$ cat src/rtl/caravel_wb_bridge_pkg.sv
`default_nettype none
// ============================================================================
//  Module   : caravel_wb_bridge_pkg
//  Brief    : Shared soc types and constants for the Caravel Wishbone bridge.
//  Revision : 1.0  initial release
// ============================================================================
package caravel_wb_bridge_pkg;

    typedef enum logic [1:0] {
        ST_IDLE = 2'd0,
        ST_REQ  = 2'd1,
        ST_WAIT = 2'd2,
        ST_ACK  = 2'd3
    } wb_state_t;

    localparam logic [31:0] ERR_DATA = 32'hDEAD_BEEF;

endpackage
`default_nettype wire

$ cat src/rtl/caravel_wb_bridge_ctr.sv
`default_nettype none
// ============================================================================
//  Module   : wb_timeout_ctr
//  Brief    : Saturating cycle counter flagging when a request has run too long.
//  Revision : 1.0  initial release
// ============================================================================
module wb_timeout_ctr #(
    parameter int TIMEOUT_CYCLES = 255
) (
    input  logic clk_i,
    input  logic rst_i,
    input  logic clear,
    input  logic enable,
    output logic expired
);

    localparam int c_width = (TIMEOUT_CYCLES < 1) ? 1 : $clog2(TIMEOUT_CYCLES + 1);
    localparam logic [c_width-1:0] c_last = c_width'(TIMEOUT_CYCLES - 1);
    localparam logic [c_width-1:0] c_max  = c_width'(TIMEOUT_CYCLES);

    logic [c_width-1:0] r_count;

    always_ff @(posedge clk_i) begin
        if (rst_i || clear) begin
            r_count <= '0;
        end else if (enable && (r_count != c_max)) begin
            r_count <= r_count + c_width'(1);
        end
    end

    // Fires in the cycle whose closing edge brings the count to TIMEOUT_CYCLES.
    assign expired = enable && (r_count >= c_last);

endmodule
`default_nettype wire

$ cat src/rtl/caravel_wb_bridge.sv
`default_nettype none
// ============================================================================
//  Module   : caravel_wb_bridge
//  Brief    : Wishbone classic slave decoding one window onto a valid/ready
//             request port with a response timeout.
//  Revision : 1.0  initial release
// ============================================================================
module caravel_wb_bridge
    import caravel_wb_bridge_pkg::*;
#(
    parameter logic [31:0] BASE_ADDR      = 32'h3000_0000,
    parameter int          WINDOW_BITS    = 20,
    parameter int          TIMEOUT_CYCLES = 255
) (
    input  logic                   clk_i,
    input  logic                   rst_i,
    input  logic                   wbs_cyc_i,
    input  logic                   wbs_stb_i,
    input  logic                   wbs_we_i,
    input  logic [3:0]             wbs_sel_i,
    input  logic [31:0]            wbs_adr_i,
    input  logic [31:0]            wbs_dat_i,
    output logic                   wbs_ack_o,
    output logic [31:0]            wbs_dat_o,
    output logic                   req_valid_o,
    input  logic                   req_ready_i,
    output logic                   req_we_o,
    output logic [WINDOW_BITS-1:0] req_addr_o,
    output logic [31:0]            req_wdata_o,
    output logic [3:0]             req_be_o,
    input  logic                   rsp_valid_i,
    input  logic [31:0]            rsp_rdata_i,
    output logic                   timeout_o
);

    wb_state_t   r_state;
    wb_state_t   w_state_nxt;
    logic        w_stb;
    logic        w_hit;
    logic        w_expired;
    logic        w_clear;
    logic        w_load;
    logic        w_valid_nxt;
    logic        w_ack_nxt;
    logic [31:0] w_dat_nxt;
    logic        w_timeout_nxt;

    assign w_stb = wbs_cyc_i & wbs_stb_i;
    assign w_hit = (wbs_adr_i >> WINDOW_BITS) == (BASE_ADDR >> WINDOW_BITS);

    wb_timeout_ctr #(
        .TIMEOUT_CYCLES(TIMEOUT_CYCLES)
    ) u_timeout_ctr (
        .clk_i  (clk_i),
        .rst_i  (rst_i),
        .clear  (w_clear),
        .enable ((r_state == ST_REQ) || (r_state == ST_WAIT)),
        .expired(w_expired)
    );

    always_ff @(posedge clk_i) begin
        if (rst_i) begin
            r_state <= ST_IDLE;
        end else begin
            r_state <= w_state_nxt;
        end
    end

    // Ack and data are decided on entry to ACK so they appear as registered
    // outputs during the single ACK cycle.
    always_comb begin
        w_state_nxt   = r_state;
        w_clear       = 1'b0;
        w_load        = 1'b0;
        w_valid_nxt   = 1'b0;
        w_ack_nxt     = 1'b0;
        w_dat_nxt     = '0;
        w_timeout_nxt = 1'b0;
        case (r_state)
            ST_IDLE: begin
                if (w_stb && w_hit) begin
                    w_state_nxt = ST_REQ;
                    w_clear     = 1'b1;
                    w_load      = 1'b1;
                    w_valid_nxt = 1'b1;
                end else if (w_stb) begin
                    w_state_nxt = ST_ACK;
                    w_ack_nxt   = 1'b1;
                    w_dat_nxt   = ERR_DATA;
                end
            end
            ST_REQ: begin
                if (req_ready_i) begin
                    w_state_nxt = ST_WAIT;
                end else if (w_expired) begin
                    w_state_nxt   = ST_ACK;
                    w_timeout_nxt = 1'b1;
                    w_ack_nxt     = w_stb;
                    w_dat_nxt     = w_stb ? ERR_DATA : 32'h0;
                end else begin
                    w_valid_nxt = 1'b1;
                end
            end
            ST_WAIT: begin
                if (rsp_valid_i) begin
                    w_state_nxt = ST_ACK;
                    w_ack_nxt   = w_stb;
                    w_dat_nxt   = (w_stb && !req_we_o) ? rsp_rdata_i : 32'h0;
                end else if (w_expired) begin
                    w_state_nxt   = ST_ACK;
                    w_timeout_nxt = 1'b1;
                    w_ack_nxt     = w_stb;
                    w_dat_nxt     = w_stb ? ERR_DATA : 32'h0;
                end
            end
            default: begin
                w_state_nxt = ST_IDLE;
            end
        endcase
    end

    always_ff @(posedge clk_i) begin
        if (rst_i) begin
            wbs_ack_o   <= 1'b0;
            wbs_dat_o   <= '0;
            req_valid_o <= 1'b0;
            timeout_o   <= 1'b0;
            req_we_o    <= 1'b0;
            req_addr_o  <= '0;
            req_wdata_o <= '0;
            req_be_o    <= '0;
        end else begin
            wbs_ack_o   <= w_ack_nxt;
            wbs_dat_o   <= w_dat_nxt;
            req_valid_o <= w_valid_nxt;
            timeout_o   <= w_timeout_nxt;
            if (w_load) begin
                req_we_o    <= wbs_we_i;
                req_addr_o  <= wbs_adr_i[WINDOW_BITS-1:0];
                req_wdata_o <= wbs_we_i ? wbs_dat_i : 32'h0;
                req_be_o    <= wbs_sel_i;
            end
        end
    end

endmodule
`default_nettype wire

$ cat config.mk
export PLATFORM = sky130hd
export DESIGN_NAME = caravel_wb_bridge
export DESIGN_NICKNAME = d
export VERILOG_FILES = /design/src/rtl/caravel_wb_bridge_pkg.sv /design/src/rtl/caravel_wb_bridge_ctr.sv /design/src/rtl/caravel_wb_bridge.sv
export SDC_FILE = /design/constraint.sdc
export NUM_CORES = 1
export LEC_CHECK = 0
export CAP_MARGIN = 30
export CORE_UTILIZATION = 45
export DETAILED_ROUTE_END_ITERATION = 6
export PLACE_DENSITY = 0.85
export RECOVER_POWER = 100
export SLEW_MARGIN = 10
export SYNTH_ARGS = -nofsm -noshare
export SYNTH_HDL_FRONTEND = slang
export SYNTH_HIERARCHICAL = 1
export SYNTH_SLANG_ARGS = --single-unit
$ cat constraint.sdc
create_clock -name clk_i -period 3.99 [get_ports clk_i]
set_input_delay 0.9975 -clock clk_i [delete_from_list [all_inputs] [get_ports clk_i]]
set_output_delay 0.9975 -clock clk_i [all_outputs]
set_load 0.02 [all_outputs]
After elaboration in Yosys (flattened, before gate mapping)
Index checks and enable logic that the tools add are counted.
- add/subtract/negate cells: 1
- order comparisons: 1
- eq/ne operators: 5
- muxes and demuxes: 29
- bitwise logic cells: 1
- reduce and logical (&&, ||, !) cells: 8
- operator list (kind ; count):
    $mux W32 ; 7
    $pmux W32 S3 ; 1
    $eq A12 B10 Y1 const B ; 1
    $mux W1 ; 12
    $mux W2 ; 5
    $add A8 B1 Y8 const B ; 1
    $ge A8 B8 Y1 const B ; 1
    $ne A8 B8 Y1 const B ; 1
    $pmux W2 S3 ; 1
    $logic_and A1 B1 Y1 ; 4
    $pmux W1 S2 ; 2
    $ne A3 B3 Y1 const B ; 1
    $pmux W1 S3 ; 1
    $eq A2 B1 Y1 const B ; 1
    $eq A2 B2 Y1 const B ; 1
    $logic_not A2 Y1 ; 1
    $logic_or A1 B1 Y1 ; 2
    $and A1 B1 Y1 ; 1
    $logic_not A1 Y1 ; 1
- flip-flop bits (word level): 102
- input bits: 107
- output and inout bits: 92

Longest topological paths before layout
Gate-level depths: netlist of the first run.
- word-level depth: 6
- mapped depth: 8
- depth with buffers taken out: 7

Hierarchy
Netlist of the first run, hierarchy kept.
- modules (own cells, without submodules) (module ; instances ; cells an instance ; area each (um^2) ; sequential area each (um^2)):
    caravel_wb_bridge ; 1 ; 391 ; 3945.0 ; 1881.8
    wb_timeout_ctr ; 1 ; 51 ; 441.7 ; 160.2

Worst setup path before layout of the first run
OpenSTA, ideal clock, no wires.
- kind: input to register
- from: in wbs_adr_i[25]
- to: reg u_timeout_ctr.r_count[5]
- setup time: 0.131 ns
- arrival: 2.505 ns
- slack: 1.353 ns
- stages: 5
- buffers on the path: 1
- cells stage by stage: or4_1 nor4_4 buf_2 or2_0 nor3_1
- longest elaborated chain between the ends: 5
- ends and longest elaborated chain (element ; RTL line ; RTL):
    from (decl) ; caravel_wb_bridge.sv:21 ; input logic [31:0] wbs_adr_i,
    $eq A12 B10 Y1 ; caravel_wb_bridge.sv:49 ; assign w_hit = (wbs_adr_i >> WINDOW_BITS) == (BASE_ADDR >> WINDOW_BITS);
    $logic_and A1 B1 Y1 ; caravel_wb_bridge.sv:81 ; if (w_stb && w_hit) begin
    $mux W1 ; caravel_wb_bridge.sv:81 ;
    $mux W1 ; caravel_wb_bridge.sv:79 ; case (r_state)
    net w_clear ; caravel_wb_bridge.sv:41 ; logic w_clear;
    $logic_or A1 B1 Y1 ; caravel_wb_bridge_ctr.sv:24 ; if (rst_i || clear) begin
    to (signal assigned) ; caravel_wb_bridge_ctr.sv:27 ; r_count <= r_count + c_width'(1);
    to (decl) ; caravel_wb_bridge_ctr.sv:21 ; logic [c_width-1:0] r_count;
The timed path passes the listed nets, and every way through them passes these cells.
A chain may end at the register's enable or synchronous reset.

Worst setup path after layout of the first run
- from: in wbs_adr_i[25]
- to: reg u_timeout_ctr.r_count[5]
- longest elaborated chain between the ends: 5
- ends and longest elaborated chain (element ; RTL line):
    $eq A12 B10 Y1 ; caravel_wb_bridge.sv:49
    $logic_and A1 B1 Y1 ; caravel_wb_bridge.sv:81
    $mux W1 ; caravel_wb_bridge.sv:81
    $mux W1 ; caravel_wb_bridge.sv:79
    $logic_or A1 B1 Y1 ; caravel_wb_bridge_ctr.sv:24
No other way between the ends.

==> results.md, run 1 <==
- First-pass GRT wire length: 17660 um
- Gr usage total: 0.2222
- Hold path endpoint: req_wdata_o[11]
- Number of global-route vias before repair: 3831
- # rows: 35
- Ports: 199
- Worst-Skew Late Latency: 370 ps
- P_leak: 2.720 nW
- Setup violators final: 0
- Core area: 0.009328 sq mm
- Avg Cell Area, Syn: 9.925 sq um
- Hold buffer count at cts: 0
- Count leader, synth: dfxtp_1
- Tot Pwr: 0.002234 W
- Die height: 100.7 um
- Worst reg2reg path depth: 6
- Slowest-stage cell, CP: nor4_2
- Via-per-instance ratio: 5.025
- Postcts setup bufs: 0
- Post-Syn Instances: 442
- Vias: 3819
- Post_cts resized: 0
- Final antenna-violating net count: 0
- Tcrit/Tclk final: 0.8253
- Slew Viols, Final: 0
- Final Hold Fails: 0
- Clock buffer count from CTS: 9
- Detailed Route Iter0 Violations: 98
- Slew @ Worst Pin: 1354 ps
- Critical setup path kind: input pin to flop
- PwrDens: 333.1 mW/mm^2
- Syn Nets: 556
- Critical Path End Type: flop
- Final TNS setup: 0 ps
- Total global routing overflow: 0
- Clock-pin slew on the worst setup and hold paths: 100 ps
- Routability cong.: 0.8555
- VDD IR-drop max: 0.0001588 V
- Peak Freq: 0.3037 GHz
- Relative slew slack: 0.09740
- CP Launch Type: input pin
- DRC Markers: 0
- Die width: 100.7 um
- Netlist cell types: 51
- Post-route minimum period: 3293 ps
- Seq/Total Area, Yosys: 0.4655
- Ant diodes: 0
- Commonest cells post-synth: 102 x dfxtp_1, 82 x nand2b_1, 59 x mux2i_1
- Cell breakdown of the critical path: clkdlybuf4s50_1 -> or4_1 -> nor4_2 -> or2_0 -> nor3_1
- End of the worst register-to-register path: wbs_dat_o[13]
- Async S/R FF share, synth: 0
- Full die area: 0.01015 sq mm
- CP max FO: 7
- Post-synthesis cell area: 0.004387 sq mm
- Post-synth EDFFs: 0
- Clock Path Buffers: 2
- Pre-Repair DR Iteration Count: 4
- CTS H-tree lvls: 3
- Fin Clk Skew: 15.17 ps
- Fill cells: 697
- Number of antenna violations at the first check in global routing: 0
- Max_cap viols: 0
- Yosys top cell area share: 0.4655
- Synth area leaders: dfxtp_1 47%, mux2i_1 13%, nand2b_1 12%
- Root Buffer: clkbuf_8
- CTS tree: done
- Max stage delay on crit path: 1070 ps
- DR WL/cell: 15.09 um
- RSZ-0062 raised after global routing: no
- Number of port buffers: 198
- Layout area overhead: 52.88%
- Final WL: 11470 um
- Crit path arrival time: 3530 ps
- Largest net degree at the start of global routing: 123
- WP data required: 4220 ps
- Status: complete, no violations
- Crit path from: wbs_adr_i[25]
- Post-DP HPWL: 8268 um
- Synth Register Bits: 102
- Synth Flop Type: dfxtp_1
- Final #Nets: 740
- Post-synth top area cell: dfxtp_1
- Hold Path Class: flop to flop
- Depth of the worst hold-timing path: 2
- R2r setup slk: 1280 ps
- Reg-to-Reg Start: r_state[1]
- Hold_sp: req_wdata_o[11]
- Clock sinks: 102
- Synth warnings: 6
- Initial Util: 0.4703
- Share of cells above drive strength 1: 0.05388
## stage by stage
step / hold WS [ps] / setup WS, ps / instance area [sq um] / instances / util
after CTS: 482.7 / 1022 / 6709 / 759 / 0.7192
after global placement: 457.7 / 724.8 / 6518 / 743 / 0.6987
after floorplan: 492.3 / 1353 / 4387 / 442 / -
after detailed placement: 463.2 / 636.5 / 6518 / 743 / 0.6987
final: 475.8 / 697.1 / 6706 / 760 / 0.7190
after global routing: 491.8 / 530.4 / 6706 / 760 / 0.7190
## layer usage
layer | vias up | track usage | share of wire
li1 | 1893 | - | -
met4 | 0 | 0.07358 | 0.012
met5 | - | 0 | 0
met3 | 12 | 0.1012 | 0.11
met1 | 1752 | 0.2382 | 0.40
met2 | 162 | 0.3878 | 0.48
## cells in the final DEF, fill, tap and decap left out, drive strengths merged, types with 3 or more instances in the layout
cell type	instances
clkbuf	11
nand2	7
nand3	54
inv	7
nand2b	82
clkinvlp	3
nand3b	33
and3	9
ha	7
nor3	5
nor2	5
dlygate4sd3	92
or4	4
clkdlybuf4s50	105
dfxtp	102
buf	10
mux2i	59
## where the power goes
part / switching, W / total, W / internal [W] / leakage, nW
sequential: 0.0000330 / 0.00110 / 0.00107 / 0.825
clock: 0.000377 / 0.000632 / 0.000255 / 0.0890
combinational: 0.000237 / 0.000497 / 0.000260 / 1.81
## logic make-up (layout without fill, tap and decap cells)
group / after synthesis / count (layout) / synth area share
xor gates and xnor gates: 1 / 1 / 0.001997
muxes: 60 / 60 / 0.1372
AOI/OAI and AO/OA: 18 / 18 / 0.03309
buffers and inverters: 39 / 228 / 0.03765
DFF: 102 / 102 / 0.4655
adders and majority gates: 7 / 7 / 0.01996
and+or+nand+nor: 215 / 215 / 0.3046
## worst max-delay path, delay by kind of cell
family | cells | cell delay [ps]
simple gates | 4 | 2120
buf+inv | 1 | 400
## layout make-up
type | instances | area, sq um | share of cell area
Multi-Input combinational cell | 301 | 2191 | 0.3267
Timing Repair Buffer | 208 | 2106 | 0.3140
Sequential cell | 102 | 2042 | 0.3045
Tap cell | 129 | 161.4 | 0.02407
Clock buffer | 10 | 137.6 | 0.02052
Clock inverter | 6 | 53.80 | 0.008022
Inverter | 4 | 15.01 | 0.002239
## sequential cells by signal (all words and copies together) (netlist names)
name,count
r_state,2
req_valid_o,1
req_be_o,4
req_we_o,1
timeout_o,1
u_timeout_ctr/r_count,8
wbs_ack_o,1
req_addr_o,20
wbs_dat_o,32
req_wdata_o,32
## worst max-delay path by stage
stage	end	slack (ps)	depth (start not counted)
floorplan	u_timeout_ctr/r_count[5]	1350	5
global placement	u_timeout_ctr/r_count[5]	720	5
detailed placement	req_addr_o[5]	640	5
CTS	req_addr_o[5]	1020	5
global route	wbs_dat_o[11]	530	6
finish	u_timeout_ctr/r_count[5]	700	5
No activity file was read; power rests on OpenSTA's default activity.
==> inputs of run 2 (changes only) <==
--- a/config.mk
+++ b/config.mk
@@ -6,9 +6,9 @@
 export NUM_CORES = 1
 export LEC_CHECK = 0
 export CAP_MARGIN = 30
-export CORE_UTILIZATION = 45
+export CORE_UTILIZATION = 38
 export DETAILED_ROUTE_END_ITERATION = 6
-export PLACE_DENSITY = 0.85
+export PLACE_DENSITY = 0.76
 export RECOVER_POWER = 100
 export SLEW_MARGIN = 10
 export SYNTH_ARGS = -nofsm -noshare
==> constraint.sdc (replaced) <==
create_clock -name clk_i -period 2.85 [get_ports clk_i]
set_input_delay 0.7125 -clock clk_i [delete_from_list [all_inputs] [get_ports clk_i]]
set_output_delay 0.7125 -clock clk_i [all_outputs]
set_load 0.02 [all_outputs]
==> run 2 against run 1 <==
Effect of this change: power up 56%; setup slack worse by 320 ps; critical path depth up 1; flip-flop and latch count unchanged; die area up 18%; clock power up 96%; clock skew down 11 ps; via count up 1.6%; worst hold slack worse by 3.0 ps; critical path type unchanged; critical endpoint is now req_addr_o[12]; largest power group unchanged; highest routed layer unchanged.
==> results.md, run 2 (synthesis gave the netlist of run 1 again) <==
- Post-Place Cells: 758
- Clock power frac: 0.356
- Hold_sp: req_wdata_o[8]
- Ports: 199
- Relative slew slack: 0.6051
- Post_cts resized: 0
- Post-DP HPWL: 8422 um
- Largest regs: req_wdata_o (32), wbs_dat_o (32), req_addr_o (20)
- Worst reg2reg path depth: 8
- Reg-to-Reg Start: r_state[1]
- NetSw: 0.0009306 W
- Postcts setup bufs: 0
- Depth of the worst hold-timing path: 2
- Number of global-route vias before repair: 3912
- Hold path endpoint: req_wdata_o[8]
- Clock-pin slew on the worst setup and hold paths: 70 ps
- End of the worst register-to-register path: r_state[1]
- DRC Markers: 0
- Gr usage total: 0.1954
- Detailed Route Iter0 Violations: 183
- DR WL/cell: 14.87 um
- Root Buffer: clkbuf_16
- CTS H-tree lvls: 3
- Vias: 3882
- Max_cap viols: 0
- Core area: 0.01103 sq mm
- Setup violators final: 0
- Sequential share of power: 0.445
- Final WL: 11510 um
- Commonest non-fill, non-tap cell in the layout: clkdlybuf4s50_1
- Hold buffer count at cts: 0
- Post-route minimum period: 2472 ps
- Clock sinks: 102
- Worst-Skew Late Latency: 340 ps
- Layout area overhead: 55.50%
- Tcrit/Tclk final: 0.8674
- CP max FO: 14
- Slew @ Worst Pin: 592.4 ps
- Full die area: 0.01198 sq mm
- Via-per-instance ratio: 5.016
- Critical setup path kind: input pin to flop
- Commonest cells after routing, fill and taps aside: 104 x clkdlybuf4s50_1, 102 x dfxtp_1, 93 x dlygate4sd3_1
- Ant diodes: 0
- Final TNS setup: 0 ps
- Routability cong.: 0.7795
- Combinational fraction of design power: 0.199
- Final antenna-violating net count: 0
- Peak Freq: 0.4045 GHz
- RSZ-0062 raised after global routing: no
- PwrDens: 510.3 mW/mm^2
- VDD IR-drop max: 0.0003430 V
- Pre-Repair DR Iteration Count: 4
- Slew Viols, Final: 0
- Largest net degree at the start of global routing: 88
- Number of port buffers: 198
- Die width: 109.4 um
- # rows: 38
- Fin Clk Skew: 4.020 ps
- Number of antenna violations at the first check in global routing: 0
- Initial Util: 0.3977
- WP data required: 3120 ps
- Sw Ratio: 0.2673
- Hold Path Class: flop to flop
- Critical Path End Type: flop
- R2r setup slk: 470 ps
- Worst setup margin: 377.9 ps
- Power Internal: 0.002551 W
- Status: complete, no violations
- Clock Path Buffers: 2
- Total global routing overflow: 0
- Place WS: 100.2 ps
- Final Hold Fails: 0
- Crit path arrival time: 2740 ps
- P_leak: 2.780 nW
- CP Launch Type: input pin
- Final #Nets: 743
- Die height: 109.4 um
- Clock buffer count from CTS: 9
- Fill cells: 940
- Share of cells above drive strength 1: 0.05521
- First-pass GRT wire length: 18310 um
- Fin cells: 774
- CTS tree: done
-- run 2: changes by cell type in the layout (fill, tap and decap cells not counted), moves of 2 or more --
cell,before,now
clkbuf_8,10,0
clkbuf_16,0,9
buf_4,4,6
clkbuf_2,0,2
inv_8,2,0
-- run 2: worst max-delay path by stage --
stage,slack (ps),end,start,cells after the start
6_report,380,req_addr_o[12],wbs_adr_i[21],6
5_1_grt,180,req_addr_o[9],wbs_adr_i[25],6
4_1_cts,460,req_addr_o[12],wbs_adr_i[25],6
3_5_place_dp,100,req_addr_o[12],wbs_adr_i[25],6
3_3_place_gp,170,req_addr_o[2],wbs_adr_i[25],6
2_1_floorplan,500,u_timeout_ctr/r_count[5],wbs_adr_i[25],5
-- run 2: worst max-delay path, stage by stage --
cell             delay, ps
clkdlybuf4s50_1        400
or4_4                  540
nor4_1                 390
buf_4                  210
buf_4                  250
mux2i_1                230
-- run 2: area by class of cell --
| cell class | instances | area, sq um | share of cell area |
|---|---|---|---|
| clock buffers | 10 | 229.0 | 0.03357 |
| well taps | 140 | 175.2 | 0.02568 |
| flip-flops and latches | 102 | 2042 | 0.2993 |
| repair buffers | 211 | 2116 | 0.3102 |
| clock inverters | 6 | 70.07 | 0.01027 |
| multi-input cells | 301 | 2175 | 0.3188 |
| inverters | 4 | 15.01 | 0.002201 |
-- run 2: metal layers --
layer  global-route usage  up-vias  wire [um]  part of all wire
met1               0.2110     1797       4514              0.39
met3              0.08951       17       1342              0.12
met5                    0        -          0                 0
li1                     -     1902          -                 -
met4              0.07048        0        207             0.018
met2               0.3351      166       5445              0.47
-- run 2: power by group through the flow --
stage               sequential, W  clock, W  combinational [W]
floorplan                 0.00164         0           0.000320
global placement          0.00158         0           0.000697
detailed placement        0.00158         0           0.000717
CTS                       0.00155   0.00127           0.000720
global route              0.00156   0.00133           0.000761
finish                    0.00155   0.00124           0.000693
-- run 2: stage by stage --
stage	instance area, sq um	total power (W)	hold slack (ps)	utilization
after detailed placement	6551	0.002302	461.0	0.5939
after floorplan	4387	0.001960	492.3	-
after CTS	6850	0.003540	476.0	0.6210
final	6822	0.003481	472.8	0.6184
after global placement	6551	0.002276	457.2	0.5939
after global routing	6822	0.003648	491.6	0.6184
==> inputs of run 3 (changes only) <==
--- a/config.mk
+++ b/config.mk
@@ -6,9 +6,9 @@
 export NUM_CORES = 1
 export LEC_CHECK = 0
 export CAP_MARGIN = 30
-export CORE_UTILIZATION = 38
+export CORE_UTILIZATION = 45
 export DETAILED_ROUTE_END_ITERATION = 6
-export PLACE_DENSITY = 0.76
+export PLACE_DENSITY = 0.85
 export RECOVER_POWER = 100
 export SLEW_MARGIN = 10
 export SYNTH_ARGS = -nofsm -noshare
==> constraint.sdc (replaced) <==
create_clock -name clk_i -period 2.97 [get_ports clk_i]
set_input_delay 0.7425 -clock clk_i [delete_from_list [all_inputs] [get_ports clk_i]]
set_output_delay 0.7425 -clock clk_i [all_outputs]
set_load 0.02 [all_outputs]
==> run 3 against run 2 <==
Effect of this change: clock skew increased by 15 ps; cell count down 1.7%; via count down 1.3%; clock-buffer cell count down 1; combinational power shrank 4.8%; clock power decreased by 32%; global-route usage increased by 2.7 points; power down 14%; flip-flop and latch count is the same; routed wire length fell by 2.7%; die area down 15%; critical endpoint is now u_timeout_ctr/r_count[5].
==> results.md, run 3 (synthesis gave the netlist of run 1 again) <==
- Status: complete, no violations
- Routability cong.: 0.7550
- Largest net degree at the start of global routing: 87
- Final Hold Fails: 0
- Gr usage total: 0.2222
- CP Launch Type: input pin
- Post_cts resized: 0
- Top sig layer: met4
- Number of global-route vias before repair: 3882
- Final #Nets: 741
- Root Buffer: clkbuf_8
- Total global routing overflow: 0
- CP max FO: 5
- Cell breakdown of the critical path: clkdlybuf4s50_1 -> or4_1 -> nor4_4 -> clkbuf_1 -> or2_0 -> nor3_1
- Vias: 3832
- Die width: 100.7 um
- P_leak: 2.730 nW
- # rows: 35
- Clock Path Buffers: 2
- Sequential share of power: 0.497
- Slew Viols, Final: 0
- Post-DP HPWL: 8340 um
- Initial Util: 0.4703
- Number of port buffers: 198
- Die height: 100.7 um
- Met3 WL: 1235 um
- Core area: 0.009328 sq mm
- Share of cells above drive strength 1: 0.05380
- Final WL: 11200 um
- Peak Freq: 0.3868 GHz
- Final TNS setup: 0 ps
- Hold buffer count at cts: 0
- Number of antenna violations at the first check in global routing: 0
- Setup violators final: 0
- Tcrit/Tclk final: 0.8704
- VDD IR-drop max: 0.0002635 V
- WP data required: 3190 ps
- Commonest cells after routing, fill and taps aside: 104 x clkdlybuf4s50_1, 102 x dfxtp_1, 93 x dlygate4sd3_1
- Clock-pin slew on the worst setup and hold paths: 110 ps
- PwrDens: 447.1 mW/mm^2
- Worst-Skew Late Latency: 360 ps
- Wl on met1: 4369 um
- Fill cells: 736
- CTS tree: done
- First-pass GRT wire length: 17820 um
- Minimum hold slack: 477.3 ps
- Power Internal: 0.002115 W
- Slowest-stage cell, CP: or4_1
- Register area: 0.002042 sq mm
- Relative slew slack: 0.3303
- Combinational fraction of design power: 0.221
- CP bufs+invs: 2
- Detailed Route Iter0 Violations: 135
- Commonest non-fill, non-tap cell in the layout: clkdlybuf4s50_1
- Worst setup margin: 384.8 ps
- Clock sinks: 102
- Clock power frac: 0.282
- Place WS: 135.6 ps
- Max_cap viols: 0
- CP top delay family: simple AND/OR/NAND/NOR gates
- Max stage delay on crit path: 620 ps
- Via-per-instance ratio: 5.035
- Critical Path End Type: flop
- DRC Markers: 0
- Full die area: 0.01015 sq mm
- DR WL/cell: 14.71 um
- Tot Pwr: 0.002988 W
- Final antenna-violating net count: 0
- Hold Path Class: flop to flop
- WL met2: 5420 um
- Critical setup path kind: input pin to flop
- Multi-input combinational cell area: 0.002191 sq mm
- RSZ-0062 raised after global routing: no
- Largest regs: req_wdata_o (32), wbs_dat_o (32), req_addr_o (20)
- NetSw: 0.0008733 W
- Clock buffer count from CTS: 9
- Ant diodes: 0
- Ports: 199
- Fin Clk Skew: 18.56 ps
- Slew @ Worst Pin: 990.4 ps
- Layout area overhead: 52.34%
- Crit path arrival time: 2810 ps
- Sw Ratio: 0.2923
- Pre-Repair DR Iteration Count: 5
- CTS H-tree lvls: 3
- Post-route minimum period: 2585 ps
- Postcts setup bufs: 0
==> run 3: cell count changes in the layout (fill, tap and decap cells not counted), sizes merged <==
cell	previous run	this run
clkbuf	13	11
inv	5	7
clkinv	1	3
buf	11	10
bufinv	1	0
clkinvlp	3	1
==> run 3: metal layers <==
layer,track usage,up-vias
met4,0.07023,0
met2,0.3967,173
met1,0.2407,1746
met5,0,-
li1,-,1895
met3,0.08738,18
==> run 3: final timing paths <==
| path | startpoint | slack [ps] | depth (start not counted) | to |
|---|---|---|---|---|
| min | req_wdata_o[28] | 480 | 2 | req_wdata_o[28] |
| min reg2reg | req_wdata_o[28] | 480 | 2 | req_wdata_o[28] |
| max reg2reg | r_state[1] | 560 | 8 | r_state[1] |
| max | wbs_adr_i[25] | 380 | 6 | u_timeout_ctr/r_count[5] |
==> run 3: final cells by class <==
| type | count | area share |
|---|---|---|
| clock inverters | 7 | 0.01086 |
| repair buffers | 209 | 0.3108 |
| flip-flops and latches | 102 | 0.3056 |
| clock buffers | 9 | 0.01854 |
| well taps | 129 | 0.02415 |
| multi-input cells | 301 | 0.3278 |
| inverters | 4 | 0.002247 |
==> run 3: through the flow <==
stage / cells / area, sq um / util
2_1_floorplan: 442 / 4387 / -
3_3_place_gp: 745 / 6507 / 0.6977
3_5_place_dp: 745 / 6507 / 0.6977
4_1_cts: 761 / 6704 / 0.7187
5_1_grt: 761 / 6683 / 0.7164
6_report: 761 / 6683 / 0.7164
==> run 3: worst min-delay path: cells and delay by family, from the launching register on <==
family,cells,cell delay (ps)
multiplexers,1,60
AND/OR/NAND/NOR,1,60
flip-flops,1,320
==> run 3: power groups by stage <==
| stage | Combinational, W | Sequential [W] | Clock [W] |
|---|---|---|---|
| floorplan | 0.000307 | 0.00157 | 0 |
| global placement | 0.000665 | 0.00151 | 0 |
| global route | 0.000720 | 0.00149 | 0.000935 |
| detailed placement | 0.000683 | 0.00152 | 0 |
| finish | 0.000660 | 0.00148 | 0.000843 |
| CTS | 0.000686 | 0.00149 | 0.000883 |
